--- src/rtl/instr_encoder.sv ---
// rtl/instr_encoder.sv - instruction field encoder feeding a program-memory write port through a 2-entry FIFO.
// Optional field checking is enabled by defining ENCODER_CHECK_EN.
module instr_encoder #(
    parameter int ADDR_W = 6
) (
    input  logic              clk,
    input  logic              n_reset,
    input  logic              start,
    input  logic              in_valid,
    output logic              in_ready,
    input  logic [1:0]        op,
    input  logic [2:0]        rd,
    input  logic [2:0]        rs,
    input  logic [7:0]        imm,
    input  logic              last,
    output logic              pm_we,
    output logic [ADDR_W-1:0] pm_addr,
    output logic [15:0]       pm_wdata,
    input  logic              pm_ready,
    output logic              busy,
    output logic              done,
    output logic              full,
    output logic [ADDR_W:0]   count,
    output logic              err
);

    typedef enum logic [1:0] {IDLE, LOAD, FLUSH, DONE} state_t;

    localparam logic [ADDR_W:0] LAST_SLOT = {1'b0, {ADDR_W{1'b1}}};

    state_t      state;
    logic [15:0] fifo_mem [2];
    logic        wr_ptr;
    logic        rd_ptr;
    logic [1:0]  occ;
    logic [15:0] enc_word;
    logic        accept;
    logic        push;
    logic        pop;
    logic        wr_done;
    logic        hit_full;

    always_comb begin
        enc_word = {op, rd, rs, imm};
        case (op)
            2'b01:   enc_word = 16'h4000;
            2'b11:   enc_word = {2'b11, 6'b0, imm};
            default: enc_word = {op, rd, rs, imm};
        endcase
    end

    assign in_ready = (state == LOAD) && (occ != 2'd2) && !full;
    assign accept   = in_valid && in_ready;
    assign wr_done  = pm_we && pm_ready;
    // Filling the last address ends the session; nothing behind it may be written.
    assign hit_full = wr_done && (count == LAST_SLOT);
    assign pop      = (occ != 2'd0) && (!pm_we || pm_ready) && !hit_full;
    assign busy     = (state == LOAD) || (state == FLUSH);
    assign done     = (state == DONE);

`ifdef ENCODER_CHECK_EN
    logic bad_fields;
    assign bad_fields = ((op == 2'b01) && ((rd != 3'd0) || (rs != 3'd0) || (imm != 8'd0))) ||
                        ((op == 2'b11) && ((rd != 3'd0) || (rs != 3'd0)));
    assign push = accept && !bad_fields;
`else
    assign push = accept;
    assign err  = 1'b0;
`endif

    always_ff @(posedge clk or negedge n_reset) begin
        if (!n_reset) begin
            state       <= IDLE;
            fifo_mem[0] <= 16'h0;
            fifo_mem[1] <= 16'h0;
            wr_ptr      <= 1'b0;
            rd_ptr      <= 1'b0;
            occ         <= 2'd0;
            pm_we       <= 1'b0;
            pm_addr     <= '0;
            pm_wdata    <= 16'h0;
            count       <= '0;
            full        <= 1'b0;
`ifdef ENCODER_CHECK_EN
            err         <= 1'b0;
`endif
        end else begin
            if (wr_done) begin
                pm_addr <= pm_addr + 1'b1;
                count   <= count + 1'b1;
            end
            if (hit_full) begin
                full <= 1'b1;
            end

            if (pop) begin
                pm_we    <= 1'b1;
                pm_wdata <= fifo_mem[rd_ptr];
                rd_ptr   <= ~rd_ptr;
            end else if (wr_done) begin
                pm_we <= 1'b0;
            end

            if (push) begin
                fifo_mem[wr_ptr] <= enc_word;
                wr_ptr           <= ~wr_ptr;
            end
            occ <= occ + {1'b0, push} - {1'b0, pop};

`ifdef ENCODER_CHECK_EN
            if (accept && bad_fields) begin
                err <= 1'b1;
            end
`endif

            case (state)
                IDLE, DONE: begin
                    if (start) begin
                        state   <= LOAD;
                        pm_addr <= '0;
                        count   <= '0;
                        full    <= 1'b0;
`ifdef ENCODER_CHECK_EN
                        err     <= 1'b0;
`endif
                    end
                end
                LOAD: begin
                    if (hit_full) begin
                        state <= DONE;
                    end else if (accept && last) begin
                        state <= FLUSH;
                    end
                end
                FLUSH: begin
                    if (hit_full || ((occ == 2'd0) && !pm_we)) begin
                        state <= DONE;
                    end
                end
                default: state <= IDLE;
            endcase

            if (hit_full) begin
                occ    <= 2'd0;
                wr_ptr <= 1'b0;
                rd_ptr <= 1'b0;
            end
        end
    end

endmodule

--- config.mk ---
export PLATFORM = sky130hd
export DESIGN_NAME = instr_encoder
export DESIGN_NICKNAME = d
export VERILOG_FILES = /design/src/rtl/instr_encoder.sv
export SDC_FILE = /design/constraint.sdc
export NUM_CORES = 1
export LEC_CHECK = 0
export ABC_CLOCK_PERIOD_IN_PS = 2500
export CORE_ASPECT_RATIO = 0.5
export CORE_UTILIZATION = 52
export DETAILED_ROUTE_END_ITERATION = 6
export GPL_ROUTABILITY_DRIVEN = 0
export PLACE_DENSITY = 0.85
export SLEW_MARGIN = 20
export SYNTH_ARGS = -nofsm -noshare
export SYNTH_HDL_FRONTEND = slang
export SYNTH_SLANG_ARGS = --single-unit
export TNS_END_PERCENT = 5
--- constraint.sdc ---
create_clock -name clk -period 2.5 [get_ports clk]
set_input_delay 0.25 -clock clk [delete_from_list [all_inputs] [get_ports clk]]
set_output_delay 0.25 -clock clk [all_outputs]
set_load 0.05 [all_outputs]
==> impl_metrics.toml, run 1 <==
[setup_path]
crit_path_cell_trace = "inv_1 -> ha_1 -> inv_1 -> clkdlybuf4s50_1"
r2r_slack_ps = 350
worst-path-max-fanout = 5
worstPathBufferInverterCount = 3
slowest_delay_ps = 810
worstSetupEndpoint = "busy"
critical_path_cell_count = 4
reg2reg_to = "occ[1]"
worstPathRequired_ps = 2250
worst_ep_arrival_time_ps = 2060
cpMaxStageDelayCell = "sky130_fd_sc_hd__clkdlybuf4s50_1"
start_kind = "flop"
most_used_cell_along_the_critical_path = "sky130_fd_sc_hd__inv_1"
r2r-start = "count[0]"
kind_of_cell_with_the_highest_combined_delay_on_the_critical_path = "buffers and inverters"
reg2reg_depth = 11
worstSetupPathType = "reg -> out"
startpoint = "state[0]"
crit_path_end_kind = "output port"

[timing]
timing.clock.skew_ps = 12.1
drv_slew = 0
fmax_mhz = 433
min_period_over_period_pct = 92.3
period_needed_ps = 2310
worst_slew_pin_slew_ps = 525
setup_viol = 0
slew_headroom_pct = 64.9
fin_tns_setup_ps = 0
rsz0062_at_grt = "false"
timing_hold_violations_final = 0

[yosys]
synthesis.nets = 334
ys_ff_latch = 69
synthesis.instances = 305
synth-warning-count = 0
synthDominantCellAreaShare_pct = 53.9
synth.cell_area_mm2 = 0.00320
yosysTopAreaCell = "sky130_fd_sc_hd__dfrtp_1"
synth.yosys.seq_area_share_pct = 53.9
synth.lib_cells_used.distinct = 37
post_synth.cell_area_avg_um2 = 10.5
synth.area.top_cells = "sky130_fd_sc_hd__dfrtp_1, sky130_fd_sc_hd__mux2i_1, sky130_fd_sc_hd__nand2_1"

[finish]
design.final.nets = 391
drive_gt1_share_pct = 12.3
number_of_inserted_diodes = 0
layout.cells.non_filler = 440
layout.cells.most_common_list = "sky130_fd_sc_hd__dfrtp_1, sky130_fd_sc_hd__clkdlybuf4s50_1, sky130_fd_sc_hd__nand2_1, sky130_fd_sc_hd__o21ai_0"
area_delta_synth_final_pct = 27.7
final_common_cell = "sky130_fd_sc_hd__dfrtp_1"

[die]
initial_core_util_pct = 56.1
ios = 57
num_rows = 19
core_area_mm2 = 0.00571
die_area_mm2 = 0.00649
fp.dieH_um = 57.5
fp.dieW_um = 113

[global_route]
maximum_number_of_pins_on_one_net_before_global_route_repair = 36
grt_pass1_wl_um = 11000
grt_util_all_layers_pct = 22.4
antenna_found_initial = 0
grt_pass1_vias = 2302
gr_overflow_total = 0

[detailed_routing]
remaining_drc_errors = 0
wire_per_inst_um = 14.9
drt_pass1_iterations = 4
ant_nets = 0
vias_per_cell = 5.41
drt-initial-drc-count = 176
vias = 2380
finalWirelength_um = 6560

[run]
drv_cap = 0

[cts]
cts_buffers = 9
cts.htree.levels = 3
clock_insertion_delay_worst_skew_ps = 330
ctsLongestPathBuffers = 2
clockRootBuffer = "sky130_fd_sc_hd__clkbuf_16"
post_cts_buffers = 0
tritoncts = "built"
cts.clk_slew.worst_paths_ps = 60
cts.sink_count = 69

[placement]
dp.cells = 423
dp_hpwl_um = 4360
io_buffers = 55

[min_path]
worstHoldPathType = "in -> async"

[pwr]
power_density_mw_per_mm2 = 1400
total_leakage_power_nw = 1.89
peakVddDrop_v = 0.000623

[status]
status = "completed"
-- cell type report --
cell class              instances  area, µm²
clock buffers                  10        239
clock inverters                 6       52.6
fillers                       394       1620
inverters                       8       30.0
multi-input cells             208       1320
flip-flops and latches         69       1730
well taps                      73       91.3
repair buffers                 66        633
-- state kept, by name (all words and copies together), names as in the netlist --
signal,flops
fifo_mem,32
pm_wdata,16
count,7
pm_addr,6
occ,2
state,2
full,1
pm_we,1
rd_ptr,1
wr_ptr,1
-- how the worst min path moves through the flow --
| stage | start | to | slack [ps] |
|---|---|---|---|
| after floorplan | n_reset | count[0] | -50 |
| after global placement | n_reset | fifo_mem[28] | 220 |
| after detailed placement | n_reset | fifo_mem[11] | 230 |
| after CTS | n_reset | fifo_mem[21] | 420 |
| after global routing | n_reset | fifo_mem[11] | 480 |
| final | n_reset | fifo_mem[11] | 430 |
-- synth_stat cells --
library cell               instances
sky130_fd_sc_hd__dfrtp_1          69
sky130_fd_sc_hd__nand2_1          47
sky130_fd_sc_hd__o21ai_0          30
sky130_fd_sc_hd__mux2i_1          18
sky130_fd_sc_hd__nor2_1           18
sky130_fd_sc_hd__a31oi_1          16
sky130_fd_sc_hd__a21oi_2          11
sky130_fd_sc_hd__a21oi_1          10
sky130_fd_sc_hd__xor2_1            9
sky130_fd_sc_hd__buf_2             8
sky130_fd_sc_hd__inv_1             8
sky130_fd_sc_hd__nand2b_1          8
sky130_fd_sc_hd__ha_1              7
sky130_fd_sc_hd__nand4_1           7
sky130_fd_sc_hd__clkbuf_1          4
sky130_fd_sc_hd__xnor2_1           4
sky130_fd_sc_hd__and2_1            3
sky130_fd_sc_hd__buf_4             3
sky130_fd_sc_hd__buf_6             3
sky130_fd_sc_hd__and3_1            2
sky130_fd_sc_hd__mux2_1            2
sky130_fd_sc_hd__mux2_2            2
sky130_fd_sc_hd__nand4b_2          2
sky130_fd_sc_hd__a221oi_1          1
sky130_fd_sc_hd__a22oi_1           1
sky130_fd_sc_hd__a41o_1            1
sky130_fd_sc_hd__and2b_1           1
sky130_fd_sc_hd__buf_1             1
sky130_fd_sc_hd__buf_8             1
sky130_fd_sc_hd__conb_1            1
sky130_fd_sc_hd__nand2b_2          1
sky130_fd_sc_hd__nand3_1           1
sky130_fd_sc_hd__o211a_1           1
sky130_fd_sc_hd__o21a_1            1
sky130_fd_sc_hd__o311ai_1          1
sky130_fd_sc_hd__o31a_1            1
sky130_fd_sc_hd__or2_1             1
-- cell families (layout without fill, tap and decap cells) --
| logic type | after synthesis | count (layout) | share of synthesized area, % |
|---|---|---|---|
| simple gates | 91 | 91 | 13.3 |
| compound gates | 74 | 74 | 14.3 |
| flops | 69 | 69 | 53.9 |
| buf+inv | 28 | 90 | 5.00 |
| mux | 22 | 22 | 7.03 |
| xor+xnor | 13 | 13 | 3.56 |
| fa+ha+maj | 7 | 7 | 2.74 |
| other cells | 1 | 1 | 0.117 |
-- layer usage --
| layer | global-route usage (%) | vias up | part of all wire [%] |
|---|---|---|---|
| li1 | - | 1163 | - |
| met1 | 28.3 | 1139 | 45 |
| met2 | 37.7 | 74 | 49 |
| met3 | 7.12 | 4 | 5.3 |
| met4 | 6.39 | 0 | 0.76 |
| met5 | 0 | - | 0 |
-- power by group --
| group | switching (mW) | internal, mW | total, mW |
|---|---|---|---|
| logic | 1.62 | 1.00 | 2.62 |
| clock network | 0.504 | 0.715 | 1.22 |
| registers | 0.315 | 1.58 | 1.90 |
| total | 2.44 | 3.30 | 5.74 |
-- per-stage QoR --
step           instance area (µm²)  setup slack [ps]  hold WS [ps]  util [%]  power [mW]
5_1_grt                       4090               123           482      71.7        6.06
3_5_place_dp                  3790               256           230      66.4        4.53
4_1_cts                       4090              53.4           418      71.6        5.78
6_report                      4090               192           426      71.7        5.74
2_1_floorplan                 3200              60.5         -45.6         -        3.77
3_3_place_gp                  3790               295           216      66.4        4.42
-- repair_timing --
action                                 4_1_cts  5_1_grt
setup endpoints to repair                    0        1
gates resized for setup                      0        1
endpoints found under the hold margin       21        0
hold buffers                                 1        0
No activity file was read; power rests on OpenSTA's default activity.
==> inputs of run 2 (changes only) <==
--- a/config.mk
+++ b/config.mk
@@ -7,10 +7,11 @@
 export LEC_CHECK = 0
 export ABC_CLOCK_PERIOD_IN_PS = 2500
 export CORE_ASPECT_RATIO = 0.5
-export CORE_UTILIZATION = 52
+export CORE_MARGIN = 2
+export CORE_UTILIZATION = 45
 export DETAILED_ROUTE_END_ITERATION = 6
 export GPL_ROUTABILITY_DRIVEN = 0
-export PLACE_DENSITY = 0.85
+export PLACE_DENSITY = 0.76
 export SLEW_MARGIN = 20
 export SYNTH_ARGS = -nofsm -noshare
 export SYNTH_HDL_FRONTEND = slang
==> run 2 against run 1 <==
- flip-flop and latch count unchanged
- largest power group unchanged
- count of clock-buffer cells in the layout did not move
- cell count up 4.1%
- total power rose by 2.8%
- non-clock buffer count shrank 1
==> impl_metrics.toml, run 2 (synthesis gave the netlist of run 1 again) <==
[finish]
design.final.nets = 390
post-route-util_pct = 61.0
reg.largest.list = "fifo_mem x32, pm_wdata x16, count x7"
seqCellArea_mm2 = 0.00173
drive_gt1_share_pct = 11.7
num-fill-cells = 565
largest_register_ffs = 32
number_of_inserted_diodes = 0
largest-register = "fifo_mem"
layout.cells.non_filler = 458
design_area_mm2 = 0.00414
final_common_cell = "sky130_fd_sc_hd__dfrtp_1"
area_delta_synth_final_pct = 29.2
area_used_by_multi_input_combinational_logic_mm2 = 0.00132
layout.cells.most_common_list = "sky130_fd_sc_hd__dfrtp_1, sky130_fd_sc_hd__clkdlybuf4s50_1, sky130_fd_sc_hd__nand2_1, sky130_fd_sc_hd__o21ai_0"

[run]
drv_cap = 0

[setup_path]
crit_path_cell_trace = "inv_1 -> ha_1 -> inv_1 -> clkdlybuf4s50_1"
crit_path_end_kind = "output port"
slowest_delay_ps = 810
startpoint = "state[0]"
start_kind = "flop"
worst_ep_arrival_time_ps = 2080
worstPathRequired_ps = 2250
r2r-start = "count[0]"
cpMaxStageDelayCell = "sky130_fd_sc_hd__clkdlybuf4s50_1"
worstPathBufferInverterCount = 3
worstSetupPathType = "reg -> out"
worst-path-max-fanout = 5
kind_of_cell_with_the_highest_combined_delay_on_the_critical_path = "buffers and inverters"
most_used_cell_along_the_critical_path = "sky130_fd_sc_hd__inv_1"

[placement]
dp_hpwl_um = 4770
io_buffers = 55
dp.cells = 441
placedInstanceArea_mm2 = 0.00380

[timing]
drv_slew = 0
timing_hold_violations_final = 0
timing.clock.skew_ps = 5.87
period_needed_ps = 2330
worst_slew_pin_slew_ps = 630
fmax_mhz = 430
rsz0062_at_grt = "false"
min_period_over_period_pct = 93.1
slew_headroom_pct = 58.0
fin_tns_setup_ps = 0
setup_viol = 0

[global_route]
antenna_found_initial = 0
grt_pass1_wl_um = 11800
grt_util_all_layers_pct = 19.6
maximum_number_of_pins_on_one_net_before_global_route_repair = 36
grt_pass1_vias = 2557
gr_overflow_total = 0

[die]
initial_core_util_pct = 47.2
die_area_mm2 = 0.00785
ios = 57
core_area_mm2 = 0.00678
num_rows = 21
fp.dieH_um = 63.6
fp.dieW_um = 123

[status]
status = "completed"

[min_path]
hold_path_startpoint = "fifo_mem[28]"
worstHoldPathType = "reg -> reg"

[pwr]
totalPowerFinal_mw = 5.90
peakVddDrop_v = 0.000525
power_density_mw_per_mm2 = 1430
total_leakage_power_nw = 1.90

[detailed_routing]
finalWirelength_um = 6780
remaining_drc_errors = 0
vias = 2452
ant_nets = 0
drt_pass1_iterations = 6
vias_per_cell = 5.35
wire_per_inst_um = 14.8
drt-initial-drc-count = 168

[cts]
ctsLongestPathBuffers = 2
cts.sink_count = 69
cts.clk_slew.worst_paths_ps = 60
cts_buffers = 9
clock_insertion_delay_worst_skew_ps = 330
cts.htree.levels = 3
tritoncts = "built"
clockRootBuffer = "sky130_fd_sc_hd__clkbuf_16"
post_cts_buffers = 0
==> run 2: what timing repair did <==
action,4_1_cts,5_1_grt
hold buffers,1,0
endpoints found under the setup margin,0,1
endpoints found under the hold margin,27,0
gates resized for setup,0,1
==> run 2: area by class of cell <==
type	instances	share of cell area [%]
tap	92	2.78
clock buffer	10	5.53
sequential	69	41.8
clock inverter	6	2.27
inverter	8	0.726
timing repair buffer	65	15.1
multi-input combinational	208	31.8
==> run 2: final timing paths <==
path	endpoint	slack [ps]	cells past startpoint
worst max-delay path	busy	170	4
worst min-delay path	fifo_mem[28]	480	2
worst max register to register	occ[1]	330	11
worst min register to register	fifo_mem[28]	480	2
max in group asynchronous	count[1]	1240	3
min in group asynchronous	fifo_mem[6]	490	2
==> run 2: metal layers <==
metal  vias to the layer above  track usage, %  share of wire (%)
met2                        59            31.9                 49
met1                      1212            24.2                 45
li1                       1165               -                  -
met4                         0            9.09                2.2
met5                         -               0                  0
met3                        16            5.43                3.6
==> run 2: worst reg2reg max path, cell delays in order, from the launching register on <==
cell and delay [ps]:
sky130_fd_sc_hd__dfrtp_2 390, sky130_fd_sc_hd__ha_1 210, sky130_fd_sc_hd__nand4b_2 140, sky130_fd_sc_hd__or2_1 270
sky130_fd_sc_hd__nand2_1 80, sky130_fd_sc_hd__inv_1 50, sky130_fd_sc_hd__ha_1 280, sky130_fd_sc_hd__inv_1 60
sky130_fd_sc_hd__ha_1 150, sky130_fd_sc_hd__xor2_1 210, sky130_fd_sc_hd__xnor2_1 150, sky130_fd_sc_hd__nor2_1 50
==> run 2: stage by stage <==
stage | setup slack (ps) | hold WS [ps]
after floorplan | 60.5 | -45.6
final | 172 | 477
after detailed placement | 187 | 295
after global routing | 106 | 510
after CTS | 37.4 | 473
after global placement | 287 | 283
==> run 2: report_power, final <==
part	switching, mW	total [mW]	internal [mW]
Clock	0.485	1.37	0.883
Sequential	0.316	1.90	1.58
Combinational	1.63	2.63	0.998
